--- config.mk ---
export PLATFORM = sky130hd
export DESIGN_NAME = alsu_cmd_driver
export DESIGN_NICKNAME = d
export VERILOG_FILES = /design/src/rtl/alsu_cmd_driver.sv
export SDC_FILE = /design/constraint.sdc
export NUM_CORES = 1
export LEC_CHECK = 0
export CAP_MARGIN = 20
export CELL_PAD_IN_SITES_DETAIL_PLACEMENT = 0
export CELL_PAD_IN_SITES_GLOBAL_PLACEMENT = 2
export CORE_ASPECT_RATIO = 0.8
export CORE_MARGIN = 8
export CORE_UTILIZATION = 40
export CTS_CLUSTER_DIAMETER = 150
export DETAILED_ROUTE_END_ITERATION = 16
export PLACE_DENSITY_LB_ADDON = 0.1
export SLEW_MARGIN = 30
export SYNTH_ARGS = -nofsm -noshare
export SYNTH_HDL_FRONTEND = slang
export SYNTH_SLANG_ARGS = --single-unit
--- constraint.sdc ---
create_clock -name clk -period 3.1 [get_ports clk]
set_input_delay 0.62 -clock clk [delete_from_list [all_inputs] [get_ports clk]]
set_output_delay 0.62 -clock clk [all_outputs]
set_load 0.05 [all_outputs]
--- src/rtl/alsu_cmd_driver.sv ---
`default_nettype none
// ============================================================================
// Module   : alsu_cmd_driver
// Brief    : Initiator for one ALSU instance. Each accepted host command is
//            registered onto the ALSU pins for exactly one cycle. The command
//            is tracked through the ALSU pipeline, and the captured result is
//            queued in a first-word-fall-through response FIFO. Command
//            acceptance is credit based, so the FIFO can never overflow.
// Revision : 1.0 - initial release
// ============================================================================
module alsu_cmd_driver #(
   parameter int LATENCY    = 3,
   parameter int FIFO_DEPTH = 4
) (
   input  logic        clk,
   input  logic        rst,
   // host command channel
   input  logic        cmd_valid,
   output logic        cmd_ready,
   input  logic [2:0]  cmd_a,
   input  logic [2:0]  cmd_b,
   input  logic [2:0]  cmd_opcode,
   input  logic        cmd_cin,
   input  logic        cmd_serial_in,
   input  logic        cmd_direction,
   input  logic        cmd_red_op_a,
   input  logic        cmd_red_op_b,
   input  logic        cmd_bypass_a,
   input  logic        cmd_bypass_b,
   // ALSU pins
   output logic [2:0]  alsu_a,
   output logic [2:0]  alsu_b,
   output logic [2:0]  alsu_opcode,
   output logic        alsu_cin,
   output logic        alsu_serial_in,
   output logic        alsu_direction,
   output logic        alsu_red_op_a,
   output logic        alsu_red_op_b,
   output logic        alsu_bypass_a,
   output logic        alsu_bypass_b,
   input  logic [5:0]  alsu_out,
   input  logic [15:0] alsu_leds,
   // host response channel
   output logic        rsp_valid,
   input  logic        rsp_ready,
   output logic [5:0]  rsp_out,
   output logic [15:0] rsp_leds,
   output logic        busy
);

   localparam int c_PTR_W = $clog2(FIFO_DEPTH);
   localparam int c_CNT_W = c_PTR_W + 1;
   localparam int c_SUM_W = c_CNT_W + 4;
   localparam int c_ENT_W = 22;

   logic [LATENCY-1:0] r_track;
   logic [c_CNT_W-1:0] r_count;
   logic [c_PTR_W-1:0] r_wr_ptr;
   logic [c_PTR_W-1:0] r_rd_ptr;
   logic [c_ENT_W-1:0] r_mem [FIFO_DEPTH];

   logic               w_accept;
   logic               w_push;
   logic               w_pop;
   logic [3:0]         w_inflight;
   logic [c_SUM_W-1:0] w_credit;
   logic [c_PTR_W-1:0] w_rd_ptr_inc;
   logic [c_ENT_W-1:0] w_push_data;
   logic [c_ENT_W-1:0] w_head_data;
   logic               w_head_load;

   // Credits come from registered state only; a same-cycle pop is not counted.
   assign w_credit     = c_SUM_W'(r_count) + c_SUM_W'(w_inflight);
   assign cmd_ready    = (w_credit < c_SUM_W'(FIFO_DEPTH));
   assign w_accept     = cmd_valid & cmd_ready;
   assign rsp_valid    = (r_count != '0);
   assign w_pop        = rsp_valid & rsp_ready;
   assign w_push       = r_track[LATENCY-1];
   assign w_push_data  = {alsu_out, alsu_leds};
   assign w_rd_ptr_inc = r_rd_ptr + c_PTR_W'(1);
   assign busy         = (r_track != '0) || (r_count != '0);

   // Count the commands still travelling through the ALSU pipeline.
   always_comb begin
      w_inflight = '0;
      for (int i = 0; i < LATENCY; i++) begin
         w_inflight = w_inflight + 4'(r_track[i]);
      end
   end

   // Present an accepted command for one cycle; otherwise drive the idle pattern.
   always_ff @(posedge clk or posedge rst) begin
      if (rst) begin
         alsu_a         <= '0;
         alsu_b         <= '0;
         alsu_opcode    <= '0;
         alsu_cin       <= 1'b0;
         alsu_serial_in <= 1'b0;
         alsu_direction <= 1'b0;
         alsu_red_op_a  <= 1'b0;
         alsu_red_op_b  <= 1'b0;
         alsu_bypass_a  <= 1'b0;
         alsu_bypass_b  <= 1'b0;
      end else if (w_accept) begin
         alsu_a         <= cmd_a;
         alsu_b         <= cmd_b;
         alsu_opcode    <= cmd_opcode;
         alsu_cin       <= cmd_cin;
         alsu_serial_in <= cmd_serial_in;
         alsu_direction <= cmd_direction;
         alsu_red_op_a  <= cmd_red_op_a;
         alsu_red_op_b  <= cmd_red_op_b;
         alsu_bypass_a  <= cmd_bypass_a;
         alsu_bypass_b  <= cmd_bypass_b;
      end else begin
         alsu_a         <= '0;
         alsu_b         <= '0;
         alsu_opcode    <= '0;
         alsu_cin       <= 1'b0;
         alsu_serial_in <= 1'b0;
         alsu_direction <= 1'b0;
         alsu_red_op_a  <= 1'b0;
         alsu_red_op_b  <= 1'b0;
         alsu_bypass_a  <= 1'b0;
         alsu_bypass_b  <= 1'b0;
      end
   end

   // Pipeline tracker: a bit leaving the last stage marks the capture edge.
   always_ff @(posedge clk or posedge rst) begin
      if (rst) begin
         r_track <= '0;
      end else begin
         r_track <= (r_track << 1) | LATENCY'(w_accept);
      end
   end

   // Response FIFO pointers and occupancy.
   always_ff @(posedge clk or posedge rst) begin
      if (rst) begin
         r_wr_ptr <= '0;
         r_rd_ptr <= '0;
         r_count  <= '0;
      end else begin
         if (w_push) begin
            r_wr_ptr <= r_wr_ptr + c_PTR_W'(1);
         end
         if (w_pop) begin
            r_rd_ptr <= w_rd_ptr_inc;
         end
         case ({w_push, w_pop})
            2'b10:   r_count <= r_count + c_CNT_W'(1);
            2'b01:   r_count <= r_count - c_CNT_W'(1);
            default: r_count <= r_count;
         endcase
      end
   end

   // Response storage; contents are only meaningful under the occupancy count.
   always_ff @(posedge clk) begin
      if (w_push) begin
         r_mem[r_wr_ptr] <= w_push_data;
      end
   end

   // Select the entry that becomes the head after this edge, if the head changes.
   always_comb begin
      w_head_load = 1'b0;
      w_head_data = r_mem[r_rd_ptr];
      if (w_pop) begin
         if (r_count > c_CNT_W'(1)) begin
            w_head_load = 1'b1;
            w_head_data = r_mem[w_rd_ptr_inc];
         end else if (w_push) begin
            w_head_load = 1'b1;
            w_head_data = w_push_data;
         end
      end else if ((r_count == '0) && w_push) begin
         w_head_load = 1'b1;
         w_head_data = w_push_data;
      end
   end

   // Registered head so the response outputs keep their last value when empty.
   always_ff @(posedge clk or posedge rst) begin
      if (rst) begin
         rsp_out  <= '0;
         rsp_leds <= '0;
      end else if (w_head_load) begin
         {rsp_out, rsp_leds} <= w_head_data;
      end
   end

endmodule
`default_nettype wire
# Word-level counts from Yosys, hierarchy flattened
# Memories as Yosys holds them, arrays and structs flattened.
# Cells that the tools add are included.
totals:
  ff_bits: 48
  latch_bits: 0
  ram_bits: 88
  romBits: 0
  output_inout_bits: 41
  elab_cells: 57
  mem_count: 1
memory_table:
  columns: ["name", "depth", "width", "read_ports", "rd_clocked_by_memory_dff", "write_ports", "line_no", "rtl"]
  rows:
  - ["r_mem", 4, 22, 2, 0, 1, "60", "logic [c_ENT_W-1:0] r_mem [FIFO_DEPTH];"]
classes:
  addsub: 7
  multipliers: 0
  div_mod_pow: 0
  order_cmp: 2
  n_eq_ne: 2
  shifts: 0
  muxes: 20
  bitwise: 3
  reduce_logical: 6
op_table:
  columns: ["op", "n"]
  rows:
  - ["$mux 22", 4]
  - ["$mux 1", 12]
  - ["$mux 3", 3]
  - ["$pmux 3 s2", 1]
  - ["$reduce_bool 3->1", 2]
  - ["$add 3x4->5", 1]
  - ["$lt 5x3->1 const B", 1]
  - ["$add 2x1->2 const B", 2]
  - ["$add 2x1->3", 1]
  - ["$add 3x1->3 const B", 1]
  - ["$gt 3x1->1 const B", 1]
  - ["$logic_not 3->1", 1]
  - ["$or 3x1->3", 1]
  - ["$sub 3x1->3 const B", 1]
  - ["$add 1x1->2", 1]
  - ["$and 1x1->1", 2]
  - ["$eq 2x1->1 const B", 1]
  - ["$eq 2x2->1 const B", 1]
  - ["$reduce_bool 2->1", 1]
  - ["$logic_and 1x1->1", 1]
  - ["$logic_or 1x1->1", 1]

# Logic depth before layout (Yosys ltp)
depth:
  depth_word: 6
  ltp_mapped: 8
  mapped_depth_nobuf: 8

# Least setup slack after synthesis
# No wires, ideal clock.
synth_timing:
  path_type: "register to output"
  from: "register r_track[0]"
  to: "output cmd_ready"
  arrival_time_ns: 2.229
  required_ns: 2.480
  path_slack_ns: 0.251
  path_stages_with_launch: 5
  path_buffers: 1
  cell_sequence: "dfrtp_1 fa_1 ha_1 a311oi_1 clkbuf_1"
synth_via:
  elab_chain_cells: 4
synth_rtl:
  columns: ["element", "line_no", "rtl"]
  rows:
  - ["start, declared", "56", "logic [LATENCY-1:0] r_track;"]
  - ["start signal, assigned", "134", "r_track <= (r_track << 1) | LATENCY'(w_accept);"]
  - ["$add 1x1->2", "87", "w_inflight = w_inflight + 4'(r_track[i]);"]
  - ["$add 2x1->3", "87", null]
  - ["$add 3x4->5", "73", "assign w_credit = c_SUM_W'(r_count) + c_SUM_W'(w_inflight);"]
  - ["$lt 5x3->1", "74", "assign cmd_ready = (w_credit < c_SUM_W'(FIFO_DEPTH));"]
  - ["end, declared", "19", "output logic cmd_ready,"]
# No other way between the ends.

# Worst setup path in the final report
layout_timing:
  from: "register r_count[0]"
  to: "output rsp_valid"
layout_via:
  elab_chain_cells: 1
layout_rtl:
  columns: ["element", "line_no", "rtl"]
  rows:
  - ["start, declared", "57", "logic [c_CNT_W-1:0] r_count;"]
  - ["start signal, assigned", "152", "2'b10: r_count <= r_count + c_CNT_W'(1);"]
  - ["start signal, assigned", "153", "2'b01: r_count <= r_count - c_CNT_W'(1);"]
  - ["start signal, assigned", "154", "default: r_count <= r_count;"]
  - ["$reduce_bool 3->1", "76", "assign rsp_valid = (r_count != '0);"]
  - ["end, declared", "44", "output logic rsp_valid,"]
# No other way between the ends.

==> run summary <==
outcome -> complete, no violations
final setup fails -> 0
Die ar. -> 0.0174 sq mm
Vias per Instance -> 5.06
Post-synth EDFFs -> 88
# DRC -> 0
width of the die -> 145 um
CP max FO -> 6
Critical Setup Path Class -> flip-flop to primary output
Final ANT Viol Nets -> 0
Num Clock Sinks -> 136
Commonest cells post-synth -> edfxtp_1, dfrtp_1, a221o_1, and3b_1, mux4_2
crit-path max cell delay -> 830 ps
initial antenna violation count -> 0
post-route setup slack -> 311 ps
CP Cell Sequence -> inv_1 -> ha_1 -> nand2b_1 -> clkdlybuf4s50_1
Clock Skew -> 13.4 ps
Final Wtd Congestion -> 0.684
YS warnings -> 0
CTS resizes -> 0
most numerous cell in the Yosys netlist -> edfxtp_1
peak supply drop -> 604 uV
delay-heaviest family, CP -> buffers and inverters
WL/cell -> 20.1 um
Worst Setup Start Kind -> flip-flop
leakage power figure -> 2.73 nW
asr flop ratio synth -> 0.353
total negative setup slack -> 0 ps
DP Area -> 0.00643 sq mm
fin crit share -> 0.900
Worst Path Required -> 2480 ps
Port Buf Inserts -> 82
Max Clock Freq -> 359 MHz
Non-Filler Cell Area, Final -> 0.00701 sq mm
Area growth syn-to-layout -> 30.7%
clk slew on worst S/H paths -> 60 ps
hold_buf cts -> 0
all-layer global routing usage -> 0.140
ant diodes -> 0
Worst EP arrival -> 2170 ps
Yosys reg bits -> 136
wirelength, routed -> 11500 um
Synth top area share -> 0.493
CTS tree -> done
Critical Path Sink Type -> primary output
synth top area cells -> edfxtp_1, dfrtp_1, mux4_2
Post-Syn Area -> 0.00536 sq mm
fin crit period -> 2790 ps
Hold WC Path Type -> flip-flop to flip-flop
HPWL Detailed -> 7520 um
PwrDens -> 1070 mW/mm^2
vias -> 2887
Initial DRT Pass Iterations -> 4
final hold vios -> 0
first-pass GRT wire length -> 18400 um
worst-case clock buffer depth -> 2
row cnt -> 38
top_reg_cell synth -> edfxtp_1
Root Buffer -> clkbuf_16
RSZ-0062 raised after global routing -> no
initial core utilization -> 0.403
pre-CTS WS -> 486 ps
pin count of the biggest net entering global routing -> 29
CP Buf/Inv Count -> 2
CTS Buf Count -> 17
synthesized instance count -> 280
fraction of layout cells with a size suffix above 1 -> 0.171
Max Slew Vio Count -> 0
First DRT Iteration DRCs -> 184
Overall Power -> 7.48 mW
# Post-CTS Setup Buffers -> 0
Distinct cells, synth -> 29
post-synthesis sequential area ratio -> 0.717
Clk Latency, worst-skew pair -> 410 ps
Nets -> 431
total gr overflow -> 0
Syn Nets -> 333
number of global-route vias before repair -> 3153
core area -> 0.0133 sq mm
number of H-tree levels -> 4
post-synthesis cell type with the largest combined area -> edfxtp_1
critical path's slowest cell -> clkdlybuf4s50_1
Ports -> 83
syn_area_per_cell -> 19.1 sq um
Slew headroom -> 0.497
Die Height -> 120 um
Worst Tran Pin Value -> 754 ps
MaxCap Viol Count -> 0
==> worst register-to-register path, cell delays in order (launching register included) <==
cell and delay (ps):
dfrtp_1 420, inv_1 120, ha_1 140, o21ba_2 180, a21oi_2 460, o2bb2ai_2 340, buf_4 340, a221o_1 190
==> cell families after synthesis <==
family          synth area share
compound gates            0.0549
mux                       0.0971
flops                      0.717
simple gates              0.0684
buf+inv                   0.0255
xor+xnor                 0.00981
fa+ha+maj                 0.0271
==> through the flow <==
step	cells	hold slack, ps	utilization
final	571	430	0.526
after global placement	539	421	0.483
after global routing	571	466	0.526
after detailed placement	539	424	0.483
after floorplan	280	401	-
after CTS	571	439	0.526
==> power by group <==
part	switching, mW	total [mW]	internal [mW]
logic	1.67	2.90	1.23
registers	0.242	2.65	2.40
clock network	0.744	1.94	1.19
total	2.66	7.48	4.83
==> state kept, by name, indices dropped and copies added, names as in the netlist, 2 cells and up <==
name and flops:
alsu_a 3, alsu_b 3, alsu_opcode 3, r_count 3
r_mem 88, r_rd_ptr 2, r_track 3, r_wr_ptr 2
rsp_leds 16, rsp_out 6
==> per-layer routing <==
metal	part of all wire	up-vias	global-route usage
met5	0	-	0
met4	0.011	0	0.0487
met3	0.041	10	0.0429
met1	0.48	1500	0.186
li1	-	1319	-
met2	0.47	58	0.216
==> layout make-up <==
class / instances / area [sq um]
fillers: 1103 / 6310
flip-flops and latches: 136 / 3840
multi-input cells: 121 / 1390
repair buffers: 95 / 943
clock buffers: 21 / 483
well taps: 180 / 225
clock inverters: 11 / 92.6
inverters: 7 / 26.3
==> worst paths after layout <==
path	startpoint	slack, ps	endpoint	cells after the start
max in group asynchronous	rst	1970	rsp_leds[13]	3
max reg2reg	r_count[1]	840	rsp_leds[10]	7
max	r_count[0]	310	rsp_valid	4
min	r_track[1]	430	r_track[2]	0
min in group asynchronous	rst	580	rsp_out[1]	2
min reg2reg	r_track[1]	430	r_track[2]	0
==> cells in the final DEF (no fill, tap or decap), types with 3 or more instances in the layout <==
cell and count:
buf_4 12, xnor2_1 3, clkinv_2 4, xor2_1 3
edfxtp_1 88, and2_1 6, inv_1 6, nor2_1 3
clkbuf_16 19, mux4_2 18, ha_1 10, a221o_1 22
dfrtp_1 48, clkdlybuf4s50_1 80, mux4_1 4, and3b_1 22
nand2_1 3, and3_1 16
(Power assumes the default switching activity.)
